File: src/rtl/alu_issue_ctrl_if.sv
// Instruction handshake and per-instruction result bundle between an issuer
// (master) and the ALU issue controller (slave).
interface alu_issue_ctrl_if #(
    parameter int DW   = 8,
    parameter int RA_W = 2
);
    localparam int IW = 5 + 3 * RA_W + DW;

    logic [IW-1:0]   instr_in;
    logic            instr_valid;
    logic            instr_ready;
    logic            res_valid;
    logic [DW-1:0]   res_data;
    logic [RA_W-1:0] res_rd;
    logic            res_zero;
    logic            err_div0;
    logic            err_illegal;

    modport master (
        output instr_in, instr_valid,
        input  instr_ready, res_valid, res_data, res_rd, res_zero,
               err_div0, err_illegal
    );

    modport slave (
        input  instr_in, instr_valid,
        output instr_ready, res_valid, res_data, res_rd, res_zero,
               err_div0, err_illegal
    );
endinterface

File: src/rtl/alu_issue_ctrl.sv
// Front-end sequencer for the 8-bit ALU: decodes instructions, reads a 4x8
// register file, drives the ALU operands, captures the result one cycle later
// and writes it back, reporting completion and error status per instruction.
module alu_issue_ctrl #(
    parameter int         DW     = 8,
    parameter int         RA_W   = 2,
    parameter logic [4:0] LDI_OP = 5'b10000
) (
    input  logic            clk,
    input  logic            rst,
    alu_issue_ctrl_if.slave bus,
    output logic [4:0]      alu_sel,
    output logic [DW-1:0]   alu_a,
    output logic [DW-1:0]   alu_b,
    input  logic [DW-1:0]   alu_c,
    input  logic [RA_W-1:0] dbg_addr,
    output logic [DW-1:0]   dbg_data
);

    localparam int NREG = 2 ** RA_W;

    typedef enum logic [1:0] {IDLE, EXEC, DONE} state_t;

    state_t          state;
    logic [DW-1:0]   regs [NREG];

    // Fields of the instruction currently offered on the bus
    logic [4:0]      op;
    logic [RA_W-1:0] rd;
    logic [RA_W-1:0] rs1;
    logic [RA_W-1:0] rs2;
    logic [DW-1:0]   imm;
    logic [DW-1:0]   opnd_a;
    logic [DW-1:0]   opnd_b;
    logic            accept;

    // Decode results
    logic [4:0]      dec_sel;
    logic [DW-1:0]   dec_b;
    logic            dec_drive;
    logic            dec_ldi;
    logic            dec_illegal;
    logic            dec_div0;

    // State captured at the accept edge for use at the completion edge
    logic [RA_W-1:0] rd_q;
    logic [DW-1:0]   imm_q;
    logic            ldi_q;
    logic            illegal_q;
    logic            div0_q;

    // Registered result outputs
    logic            res_valid_q;
    logic [DW-1:0]   res_data_q;
    logic [RA_W-1:0] res_rd_q;
    logic            res_zero_q;
    logic            err_div0_q;
    logic            err_illegal_q;

    assign op     = bus.instr_in[5+3*RA_W+DW-1 -: 5];
    assign rd     = bus.instr_in[3*RA_W+DW-1 -: RA_W];
    assign rs1    = bus.instr_in[2*RA_W+DW-1 -: RA_W];
    assign rs2    = bus.instr_in[RA_W+DW-1 -: RA_W];
    assign imm    = bus.instr_in[DW-1:0];
    assign opnd_a = regs[rs1];
    assign opnd_b = regs[rs2];

    // Ready is forced low during reset so nothing is accepted on a reset edge
    assign bus.instr_ready = !rst && (state != EXEC);
    assign accept          = bus.instr_valid && bus.instr_ready;

    assign bus.res_valid   = res_valid_q;
    assign bus.res_data    = res_data_q;
    assign bus.res_rd      = res_rd_q;
    assign bus.res_zero    = res_zero_q;
    assign bus.err_div0    = err_div0_q;
    assign bus.err_illegal = err_illegal_q;

    assign dbg_data = regs[dbg_addr];

    // Map opcodes onto ALU selects; unary ops become binary ops with a constant B
    always_comb begin
        dec_sel     = op;
        dec_b       = opnd_b;
        dec_drive   = 1'b1;
        dec_ldi     = 1'b0;
        dec_illegal = 1'b0;
        dec_div0    = 1'b0;
        if (op == LDI_OP) begin
            dec_ldi   = 1'b1;
            dec_drive = 1'b0;
        end else if (op[4]) begin
            dec_illegal = 1'b1;
            dec_drive   = 1'b0;
        end else begin
            case (op)
                5'b00011: dec_div0 = (opnd_b == '0);
                5'b00100: begin dec_sel = 5'b00000; dec_b = DW'(1); end
                5'b00101: begin dec_sel = 5'b00001; dec_b = DW'(1); end
                5'b00110: begin dec_sel = 5'b00010; dec_b = DW'(2); end
                5'b00111: begin dec_sel = 5'b00011; dec_b = DW'(2); end
                5'b01011: begin dec_sel = 5'b01010; dec_b = '1;     end
                default:  ;
            endcase
        end
    end

    // Sequencer: accept in IDLE/DONE, complete and write back on the next edge
    always_ff @(posedge clk) begin
        if (rst) begin
            state         <= IDLE;
            alu_sel       <= '0;
            alu_a         <= '0;
            alu_b         <= '0;
            rd_q          <= '0;
            imm_q         <= '0;
            ldi_q         <= 1'b0;
            illegal_q     <= 1'b0;
            div0_q        <= 1'b0;
            res_valid_q   <= 1'b0;
            res_data_q    <= '0;
            res_rd_q      <= '0;
            res_zero_q    <= 1'b0;
            err_div0_q    <= 1'b0;
            err_illegal_q <= 1'b0;
            for (int i = 0; i < NREG; i++) begin
                regs[i] <= '0;
            end
        end else begin
            res_valid_q   <= 1'b0;
            res_zero_q    <= 1'b0;
            err_div0_q    <= 1'b0;
            err_illegal_q <= 1'b0;
            case (state)
                EXEC: begin
                    res_valid_q <= 1'b1;
                    res_rd_q    <= rd_q;
                    if (illegal_q) begin
                        err_illegal_q <= 1'b1;
                        res_data_q    <= '0;
                    end else if (div0_q) begin
                        err_div0_q <= 1'b1;
                        res_data_q <= '0;
                    end else if (ldi_q) begin
                        regs[rd_q] <= imm_q;
                        res_data_q <= imm_q;
                        res_zero_q <= (imm_q == '0);
                    end else begin
                        regs[rd_q] <= alu_c;
                        res_data_q <= alu_c;
                        res_zero_q <= (alu_c == '0);
                    end
                    state <= DONE;
                end
                default: begin
                    if (accept) begin
                        rd_q      <= rd;
                        imm_q     <= imm;
                        ldi_q     <= dec_ldi;
                        illegal_q <= dec_illegal;
                        div0_q    <= dec_div0;
                        if (dec_drive) begin
                            alu_sel <= dec_sel;
                            alu_a   <= opnd_a;
                            alu_b   <= dec_b;
                        end
                        state <= EXEC;
                    end else begin
                        state <= IDLE;
                    end
                end
            endcase
        end
    end

endmodule

File: src/flat_wrapper.sv
// flat-port wrapper written by rule: the top's interface ports become plain ports
module alu_issue_ctrl_flat 
#(
    parameter int         DW     = 8,
    parameter int         RA_W   = 2,
    parameter logic [4:0] LDI_OP = 5'b10000
)
  (clk, rst, alu_sel, alu_a, alu_b, alu_c, dbg_addr, dbg_data, bus_instr_in, bus_instr_valid, bus_instr_ready, bus_res_valid, bus_res_data, bus_res_rd, bus_res_zero, bus_err_div0, bus_err_illegal);
  alu_issue_ctrl_if #(.DW(DW), .RA_W(RA_W)) bus_i ();
  input  logic clk;
  input  logic rst;
  output logic [4:0] alu_sel;
  output logic [DW-1:0] alu_a;
  output logic [DW-1:0] alu_b;
  input  logic [DW-1:0] alu_c;
  input  logic [RA_W-1:0] dbg_addr;
  output logic [DW-1:0] dbg_data;
  input wire logic [$bits(bus_i.instr_in)-1:0] bus_instr_in;
  input wire logic [$bits(bus_i.instr_valid)-1:0] bus_instr_valid;
  output wire logic [$bits(bus_i.instr_ready)-1:0] bus_instr_ready;
  output wire logic [$bits(bus_i.res_valid)-1:0] bus_res_valid;
  output wire logic [$bits(bus_i.res_data)-1:0] bus_res_data;
  output wire logic [$bits(bus_i.res_rd)-1:0] bus_res_rd;
  output wire logic [$bits(bus_i.res_zero)-1:0] bus_res_zero;
  output wire logic [$bits(bus_i.err_div0)-1:0] bus_err_div0;
  output wire logic [$bits(bus_i.err_illegal)-1:0] bus_err_illegal;
  assign bus_i.instr_in = bus_instr_in;
  assign bus_i.instr_valid = bus_instr_valid;
  assign bus_instr_ready = bus_i.instr_ready;
  assign bus_res_valid = bus_i.res_valid;
  assign bus_res_data = bus_i.res_data;
  assign bus_res_rd = bus_i.res_rd;
  assign bus_res_zero = bus_i.res_zero;
  assign bus_err_div0 = bus_i.err_div0;
  assign bus_err_illegal = bus_i.err_illegal;
  alu_issue_ctrl #(.DW(DW), .RA_W(RA_W), .LDI_OP(LDI_OP)) u_core (.clk(clk), .rst(rst), .bus(bus_i), .alu_sel(alu_sel), .alu_a(alu_a), .alu_b(alu_b), .alu_c(alu_c), .dbg_addr(dbg_addr), .dbg_data(dbg_data));
endmodule
File: config.mk
export PLATFORM = sky130hd
export DESIGN_NAME = alu_issue_ctrl_flat
export DESIGN_NICKNAME = d
export VERILOG_FILES = /design/src/rtl/alu_issue_ctrl_if.sv /design/src/rtl/alu_issue_ctrl.sv /design/src/flat_wrapper.sv
export SDC_FILE = /design/constraint.sdc
export NUM_CORES = 1
export LEC_CHECK = 0
export BUFFER_PORTS_ARGS = -buffer_cell sky130_fd_sc_hd__buf_4
export CAP_MARGIN = 20
export CELL_PAD_IN_SITES_DETAIL_PLACEMENT = 1
export CELL_PAD_IN_SITES_GLOBAL_PLACEMENT = 2
export CORE_AREA = 10 10 109 111
export CTS_CLUSTER_DIAMETER = 30
export DETAILED_ROUTE_END_ITERATION = 6
export DIE_AREA = 0 0 119 121
export GPL_ROUTABILITY_DRIVEN = 1
export PLACE_DENSITY = 0.89
export SETUP_SLACK_MARGIN = 0.3
export SLEW_MARGIN = 30
export SYNTH_ARGS = -nofsm -noshare
export SYNTH_HDL_FRONTEND = slang
export SYNTH_SLANG_ARGS = --single-unit
File: constraint.sdc
create_clock -name clk -period 5.8 [get_ports clk]
set_clock_uncertainty 0.15 [all_clocks]
set_input_delay 0.29 -clock clk [delete_from_list [all_inputs] [get_ports clk]]
set_output_delay 0.29 -clock clk [all_outputs]
set_load 0.05 [all_outputs]
==> impl_metrics.env <==
export IMPL_rr_endpoint="u_core.regs[1][0]"
export IMPL_critPathRequiredTime_ns=5.68
export IMPL_vias=2702
export IMPL_hold_path_depth=2
export IMPL_ys_ff_latch=81
export IMPL_wire_per_inst_um=19.1
export IMPL_end_kind="flop"
export IMPL_cts_tree="done"
export IMPL_relSlewSlack=0.611
export IMPL_finalHoldViolCount=0
export IMPL_fin_crit_ns=2.56
export IMPL_synth_avg_cell_area_sq_um=11.4
export IMPL_clock_root_buffer="clkbuf_8"
export IMPL_antenna_cells=0
export IMPL_grt_busiest_layer="met2"
export IMPL_clkTransAtPathRegs_ns=0.08
export IMPL_cap_violations=0
export IMPL_hold_end="u_core.alu_sel[0]"
export IMPL_synth_async_reset_ratio=0
export IMPL_netlist_area_sq_um=3540
export IMPL_placedCellCount=498
export IMPL_path_class="flop to flop"
export IMPL_nNetsFinal=418
export IMPL_grt_use_met1=0.160
export IMPL_drt_vias_per_instance=5.16
export IMPL_drtIter0Drc=146
export IMPL_cp_start_kind="flop"
export IMPL_cp_arrival_ns=2.44
export IMPL_grt_max_degree=37
export IMPL_synth_cell_type_count=37
export IMPL_min_path_type="input pin to flop"
export IMPL_clkLatencyLatePin_ns=0.36
export IMPL_fin_cells=524
export IMPL_initial_core_util=0.368
export IMPL_grt_pass1_wl_mm=15.8
export IMPL_regToRegSetupSlack_ns=3.24
export IMPL_synth_nets=343
export IMPL_yosysTopAreaCellShare=0.277
export IMPL_grt_setup_unrepaired="no"
export IMPL_drive_gt1_frac=0.297
export IMPL_finalSetupViolCount=0
export IMPL_firstDrtPassIters=4
export IMPL_ys_flop_type="dfxtp_1"
export IMPL_post_cts_buffers=0
export IMPL_finalInstanceArea_sq_um=4520
export IMPL_met3_usage=0.0419
export IMPL_fin_setup_tns_ns=0
export IMPL_p_leak_nw=1.91
export IMPL_antenna_found_initial=0
export IMPL_num_rows=36
export IMPL_ys_warn_count=0
export IMPL_max_freq_mhz=390
export IMPL_placed_cell_area_sq_um=4200
export IMPL_regArea_sq_um=1940
export IMPL_fill_cells=1103
export IMPL_run_status="completed"
export IMPL_io_pins=76
export IMPL_reg2reg_from="u_core.bus.res_valid"
export IMPL_syn_to_final_growth_pct=27.5
export IMPL_clkSinkCount=81
export IMPL_cts_buffer_depth=2
export IMPL_grt_overflow=0
export IMPL_finalWirelength_mm=10.0
export IMPL_holdWs_ns=0.0177
export IMPL_cts_max_level=3
export IMPL_ys_seq_area_frac=0.548
export IMPL_synth_area_leaders="dfxtp_1, edfxtp_1, mux4_2"
export IMPL_critPathMaxFanout=13
export IMPL_drc=0
export IMPL_hpwl_mm=7.89
export IMPL_met2_usage=0.244
export IMPL_fin_crit_sh=0.442
export IMPL_cellPowerDensity_nw_per_um2=286
export IMPL_core_area_sq_um=9640
export IMPL_worstMarginPinSlew_ns=0.583
export IMPL_place_congestion=0.814
export IMPL_cts_buffers_inserted=9
export IMPL_reg2reg_depth=4
export IMPL_grt_usage=0.139
export IMPL_die_area_sq_um=14400
export IMPL_fp_dieH_um=121
export IMPL_dieWidth_um=119
export IMPL_hp_start="bus_instr_in[14]"
export IMPL_io_buffer_count=75
export IMPL_drv_slew=0
export IMPL_power_total_w=0.00129
export IMPL_synth_edf_count=32
export IMPL_peakVddDrop_mv=0.0938
export IMPL_synth_top_cell_by_area="dfxtp_1"
export IMPL_drt_antenna_violating_nets=0
export IMPL_first_global_vias=2784
export IMPL_multi_input_area_sq_um=1500
export IMPL_syn_inst=311
## Yosys cell counts (all sizes together), types with 6 or more instances
cell,count
a21o,8
a21oi,11
buf,6
clkbuf,17
dfxtp,49
edfxtp,32
mux2i,8
mux4,24
nand2,52
nand3,14
nor2,39
o21ai,18
## per-stage QoR
| stage | util | worst slack [ns] |
|---|---|---|
| after floorplan | - | 3.37 |
| after global placement | 0.436 | 3.35 |
| after detailed placement | 0.436 | 3.23 |
| after CTS | 0.469 | 3.21 |
| after global routing | 0.469 | 3.10 |
| final | 0.469 | 3.24 |
## worst max path at each step
stage          cells after the start                 start  slack [ns]                end
2_1_floorplan                      5  u_core.bus.res_valid        3.37  u_core.regs[2][0]
3_3_place_gp                       4                   rst        3.35  u_core.regs[2][3]
3_5_place_dp                       4  u_core.bus.res_valid        3.23  u_core.regs[1][3]
4_1_cts                            4  u_core.bus.res_valid        3.21  u_core.regs[1][0]
5_1_grt                            4  u_core.bus.res_valid        3.10  u_core.regs[1][7]
6_report                           4  u_core.bus.res_valid        3.24  u_core.regs[1][0]
## power breakdown
group	internal, W	switching (W)
Sequential	0.000618	0.0000213
Clock	0.000237	0.000214
Combinational	0.0000780	0.000124
## timing repair
item	4_1_cts	5_1_grt
resized for setup	0	0
endpoints found under the hold margin	10	0
hold buffers	10	0
## logic make-up (layout without fill, tap and decap cells)
kind of cell	after synthesis	in the layout	synth area share
AND/OR/NAND/NOR	125	125	0.159
buffers and inverters	27	107	0.0307
flip-flops	81	81	0.548
AO/OA/AOI/OAI	46	46	0.0816
multiplexers	32	32	0.180
## sequential cells by signal, indices dropped and copies added (netlist names)
register                flops
u_core.alu_a                8
u_core.illegal_q            1
u_core.alu_sel              5
u_core.bus.err_illegal      1
u_core.bus.res_zero         1
u_core.bus.err_div0         1
u_core.regs                32
u_core.imm_q                8
u_core.bus.res_rd           2
u_core.div0_q               1
u_core.alu_b                8
u_core.bus.res_data         8
u_core.state                1
u_core.rd_q                 2
u_core.ldi_q                1
u_core.bus.res_valid        1
## critical path: stages, from the launching register on
cell and delay [ns]:
dfxtp_1 0.33, nand2b_1 0.21, or4_1 0.65, or3b_1 0.56
nand2_1 0.33
## metal layers
layer  part of all wire  vias up
li1                   -     1289
met1               0.42     1324
met2               0.51       76
met3              0.055       13
met4              0.013        0
met5                  0        -
## final cells by class
class,instances,area share
clock buffers,12,0.0368
clock inverters,4,0.0105
inverters,4,0.00332
multi-input cells,203,0.332
flip-flops and latches,81,0.430
well taps,133,0.0368
repair buffers,87,0.150
## layout by cell type, fill, tap and decap left out, drive strengths merged, types with 2 or more instances in the layout
| cell | instances |
|---|---|
| buf | 77 |
| nand2 | 52 |
| dfxtp | 49 |
| nor2 | 39 |
| edfxtp | 32 |
| mux4 | 24 |
| o21ai | 18 |
| nand3 | 14 |
| clkbuf | 12 |
| a21oi | 11 |
| dlygate4sd3 | 10 |
| mux2i | 8 |
| a21o | 8 |
| inv | 6 |
| or3b | 3 |
| a22o | 3 |
| nor4b | 3 |
| nor4 | 3 |
| or4 | 2 |
| or3 | 2 |
| nor3 | 2 |
Power figures use the tool's default switching activity.
